[src/rtl/march_scheduler.sv]
// Sphere-tracing ray scheduler: keeps rays marching through a fixed-latency SDF pipeline and queues finished rays.
// Optional MARCH_STATS_EN adds retired-ray and issue counters.
module march_scheduler #(
  parameter int          SDF_LATENCY = 8,
  parameter int          MAX_STEPS   = 64,
  parameter logic [26:0] HIT_THRESH  = 27'h1F00000,
  parameter int          RES_DEPTH   = 4
) (
  input  logic        clk,
  input  logic        reset,
  input  logic        req_valid,
  output logic        req_ready,
  input  logic [9:0]  req_x,
  input  logic [9:0]  req_y,
  output logic        sdf_valid,
  output logic [9:0]  sdf_x,
  output logic [9:0]  sdf_y,
  output logic [7:0]  sdf_step,
  input  logic [26:0] sdf_distance,
  output logic        res_valid,
  input  logic        res_ready,
  output logic [9:0]  res_x,
  output logic [9:0]  res_y,
  output logic [7:0]  res_steps,
  output logic        res_hit
`ifdef MARCH_STATS_EN
  ,
  output logic [31:0] stat_rays,
  output logic [31:0] stat_steps
`endif
);

  localparam int AW = (RES_DEPTH > 1) ? $clog2(RES_DEPTH) : 1;

  logic [SDF_LATENCY-1:0] dl_valid;
  logic [9:0]             dl_x    [SDF_LATENCY];
  logic [9:0]             dl_y    [SDF_LATENCY];
  logic [7:0]             dl_step [SDF_LATENCY];

  logic [28:0]  fifo_mem [RES_DEPTH];
  logic [AW-1:0] wr_ptr, rd_ptr;
  logic [AW:0]   count;

  logic       ret_valid, hit, last, retire, full, push, pop, recirc, accept;
  logic [9:0] ret_x, ret_y;
  logic [7:0] ret_step;

  assign ret_valid = dl_valid[SDF_LATENCY-1] && !reset;
  assign ret_x     = dl_x[SDF_LATENCY-1];
  assign ret_y     = dl_y[SDF_LATENCY-1];
  assign ret_step  = dl_step[SDF_LATENCY-1];

  assign hit    = sdf_distance[26] || (sdf_distance[25:0] < HIT_THRESH[25:0]);
  assign last   = (ret_step == 8'(MAX_STEPS - 1));
  assign retire = ret_valid && (hit || last);
  // A pop in the same cycle does not make room: a full FIFO always bounces.
  assign full   = (count == (AW+1)'(RES_DEPTH));
  assign push   = retire && !full;
  assign recirc = ret_valid && !push;

  assign req_ready = !reset && !recirc;
  assign accept    = req_valid && req_ready;
  assign sdf_valid = recirc || accept;

  always_comb begin
    sdf_x    = req_x;
    sdf_y    = req_y;
    sdf_step = 8'd0;
    if (recirc) begin
      sdf_x    = ret_x;
      sdf_y    = ret_y;
      sdf_step = retire ? ret_step : ret_step + 8'd1;
    end
  end

  always_ff @(posedge clk) begin
    if (reset) begin
      dl_valid <= '0;
    end else begin
      for (int i = SDF_LATENCY - 1; i > 0; i--) dl_valid[i] <= dl_valid[i-1];
      dl_valid[0] <= sdf_valid;
    end
    for (int i = SDF_LATENCY - 1; i > 0; i--) begin
      dl_x[i]    <= dl_x[i-1];
      dl_y[i]    <= dl_y[i-1];
      dl_step[i] <= dl_step[i-1];
    end
    dl_x[0]    <= sdf_x;
    dl_y[0]    <= sdf_y;
    dl_step[0] <= sdf_step;
  end

  assign res_valid = !reset && (count != '0);
  assign pop       = res_valid && res_ready;
  assign {res_x, res_y, res_steps, res_hit} = fifo_mem[rd_ptr];

  always_ff @(posedge clk) begin
    if (reset) begin
      wr_ptr <= '0;
      rd_ptr <= '0;
      count  <= '0;
    end else begin
      if (push) begin
        fifo_mem[wr_ptr] <= {ret_x, ret_y, ret_step + 8'd1, hit};
        wr_ptr <= (wr_ptr == AW'(RES_DEPTH - 1)) ? '0 : wr_ptr + 1'b1;
      end
      if (pop) rd_ptr <= (rd_ptr == AW'(RES_DEPTH - 1)) ? '0 : rd_ptr + 1'b1;
      case ({push, pop})
        2'b10:   count <= count + 1'b1;
        2'b01:   count <= count - 1'b1;
        default: count <= count;
      endcase
    end
  end

`ifdef MARCH_STATS_EN
  always_ff @(posedge clk) begin
    if (reset) begin
      stat_rays  <= '0;
      stat_steps <= '0;
    end else begin
      if (push)      stat_rays  <= stat_rays + 32'd1;
      if (sdf_valid) stat_steps <= stat_steps + 32'd1;
    end
  end
`endif

endmodule

[config.mk]
export PLATFORM = sky130hd
export DESIGN_NAME = march_scheduler
export DESIGN_NICKNAME = d
export VERILOG_FILES = /design/src/rtl/march_scheduler.sv
export SDC_FILE = /design/constraint.sdc
export NUM_CORES = 1
export LEC_CHECK = 0
export ABC_AREA = 1
export CORE_MARGIN = 2
export CORE_UTILIZATION = 45
export DETAILED_ROUTE_END_ITERATION = 16
export PLACE_DENSITY = 0.77
export SYNTH_ARGS = -nofsm -noshare
export SYNTH_HDL_FRONTEND = slang
export SYNTH_SLANG_ARGS = --single-unit
[constraint.sdc]
create_clock -name clk -period 2.7 [get_ports clk]
set_input_delay 0.54 -clock clk [delete_from_list [all_inputs] [get_ports clk]]
set_output_delay 0.54 -clock clk [all_outputs]
set_load 0.01 [all_outputs]
==> impl_metrics.ini <==
[timing]
rsz0062_at_grt = yes
max-slew-margin-rel_pct = 33.0
fin_ws_ns = -0.111
worst_pin_slew_ns = 1.00
clock_skew_ns = 0.0188
period_share_pct = 104
setup_viol_count_final = 22
report.final.slew_viol_count = 0
max_freq_mhz = 356
finalHoldViolCount = 0
hold_ws_ns = 0.318
min_period_ns = 2.81

[pwr]
vdd_drop_max_v = 0.000572
power_frac_comb_pct = 1.9
seqPwrFrac_pct = 54.6
p_clk_share_pct = 43.5
internal-power_mw = 8.41
switching_share_pct = 19.6
p_leak_nw = 5.51
p_switching_mw = 2.05
power_density_mw_per_mm2 = 763

[synthesis]
synth_area_leader_cell = dfxtp_1
avgSynthCellArea_um2 = 13.6
yosysSeqAreaShare_pct = 82.2
synth_compound_area_share_pct = 5.31
synth_xor_area_share_pct = 0.260
synth-seq-cells = 357
synth_top_family_by_area = simple AND/OR/NAND/NOR gates
yosysTopAreaCellShare_pct = 47.7
synth.area.top_cells = dfxtp_1 48%, edfxtp_1 34%, nand2_1 3.8%
netlist_area_mm2 = 0.0101
yosys.area_share.simple_pct = 8.54
synthCells = 742
syn_nets = 801
ys_types = 28
yosys.area_share.adder_pct = 1.06
synthMuxAreaShare_pct = 0
yosysWarnings = 0

[clock_tree]
cts_buffer_depth = 3
cts_max_level = 2
cts_buffers = 34
clk_latency_ns = 0.51
clk_pin_slew_ns = 0.06
ctsHoldBuffers = 0
tritoncts = built
clock_tree.root_cell = clkbuf_16
clock-sinks = 357

[setup_path]
crit_path_start_kind = register
path_class = register to register
arrival_ns = 3.19
cp_max_fo = 7
worstPathRequired_ns = 3.07
setup.worst_path.end_class = register

[route]
wirelength_um = 21400
drt-wirelength-per-cell_um = 17.3
vias_per_cell = 4.87
detail_route.first_pass.iterations = 5
drcViolationCount = 0
vias = 6018
drt_iter0_markers = 481
drtAntennaViolNets = 0

[global_routing]
antenna_found_initial = 0
grt_util_all_layers_pct = 17.3
grt_pass1_wl_um = 31600
grt_pass1_vias = 5964
overflow = 0
grt_max_degree = 35

[run_status]
status = finished, violations left
violations = setup timing

[placement]
dp_hpwl_um = 10900
gp_congestion = 0.788
place_inst = 1117
io_buffers = 90
postPlaceCellArea_mm2 = 0.0115

[layout]
nNetsFinal = 990
layout.cells.non_filler = 1236
n_antenna_cell = 0
final_area_mm2 = 0.0137
layout_commonest_cell = dfxtp_1
fill_cells = 1485
final_cell_mix = 237 x dfxtp_1, 116 x edfxtp_1, 72 x nor2_1
syn_to_final_growth_pct = 35.5
drive_above_1_share_pct = 27.4

[floorplan]
die_h_um = 154
die_area_mm2 = 0.0237
fp.dieW_um = 154
coreArea_mm2 = 0.0220
rows = 54
initial_core_util_pct = 46.0
num_io_pins = 111

[flow_run]
cap_violations = 0

[min_path]
hp-class = register to register
==> cells by family after synthesis <==
| family | count (synthesis) |
|---|---|
| DFF | 357 |
| AOI/OAI and AO/OA | 98 |
| and+or+nand+nor | 210 |
| xor gates and xnor gates | 3 |
| adders and majority gates | 8 |
| buffers and inverters | 66 |
==> state kept, by name, summed over array words and instances (netlist names), named ones only <==
signal / flops
dl_valid: 8
fifo_mem: 116
wr_ptr: 2
dl_step: 64
dl_x: 80
dl_y: 80
rd_ptr: 2
count: 3
==> what timing repair did <==
item,4_1_cts,5_1_grt
setup endpoints to repair,53,164
gates resized for setup,218,91
pin swaps,34,27
setup buffers,45,13
gates cloned,4,0
==> synth_stat cells <==
library cell,instances
nand2_8,1
nand3_4,1
nor3_1,1
nand3b_1,1
nand3_1,15
o31ai_1,1
clkbuf_1,19
dfxtp_1,241
fa_1,1
buf_1,1
o21bai_1,1
o22ai_1,29
nor2_1,83
inv_2,3
nor2_4,1
buf_2,3
xor2_1,3
buf_6,2
nand2_1,103
a21oi_2,1
nand4_1,3
a31oi_1,1
ha_1,7
a21oi_1,4
edfxtp_1,116
o21ai_0,61
inv_1,38
nand3_2,1
==> stage by stage <==
step	TNS, ns	total power [mW]	worst slack (ns)	util (%)
after floorplan	-1.95	5.84	-0.0168	-
after global placement	-24.34	5.95	-0.546	52.5
after detailed placement	-28.71	5.96	-0.577	52.5
after CTS	-1.60	10.5	-0.168	60.4
after global routing	-2.88	10.8	-0.222	62.4
final	-0.957	10.5	-0.111	62.4
==> layer usage <==
metal	vias to the layer above	GRT usage [%]	share of wire (%)
li1	2856	-	-
met1	2954	21.9	42
met2	167	29.8	51
met3	41	3.44	4.6
met4	0	6.41	2.3
met5	-	0	0
==> final timing paths <==
path / startpoint / end / slack (ns) / depth (start not counted)
worst max-delay path: dl_step[1][24] / count[2] / -0.11 / 16
worst min-delay path: dl_step[1][6] / dl_step[1][14] / 0.32 / 0
worst max register to register: dl_step[1][24] / count[2] / -0.11 / 16
worst min register to register: dl_step[1][6] / dl_step[1][14] / 0.32 / 0
==> power groups by stage <==
stage               Sequential (mW)  Clock [mW]  Combinational, mW
finish                         5.71        4.55              0.199
global placement               5.82           0              0.130
CTS                            5.71        4.61              0.166
floorplan                      5.80           0             0.0402
detailed placement             5.82           0              0.131
global route                   5.72        4.83              0.212
==> area by class of cell <==
cell class | count | area, um^2 | area share (%)
clock buffers | 45 | 926 | 6.76
repair buffers | 177 | 1780 | 13.0
clock inverters | 16 | 154 | 1.12
inverters | 41 | 159 | 1.16
flip-flops and latches | 357 | 8320 | 60.7
multi-input cells | 320 | 2010 | 14.7
well taps | 280 | 350 | 2.56
==> worst max-delay path: stages, from the launching register on <==
cell     delay, ns
dfxtp_4       0.36
ha_4          0.17
nand2_4       0.07
nor2_4        0.04
nand2_2       0.09
nand3_4       0.10
buf_6         0.14
nand3_4       0.07
buf_6         0.12
buf_4         0.21
ha_1          0.18
inv_1         0.07
fa_1          0.38
a21oi_1       0.17
o21ai_1       0.14
o21ai_1       0.26
a21oi_1       0.09
Power figures use the tool's default switching activity.
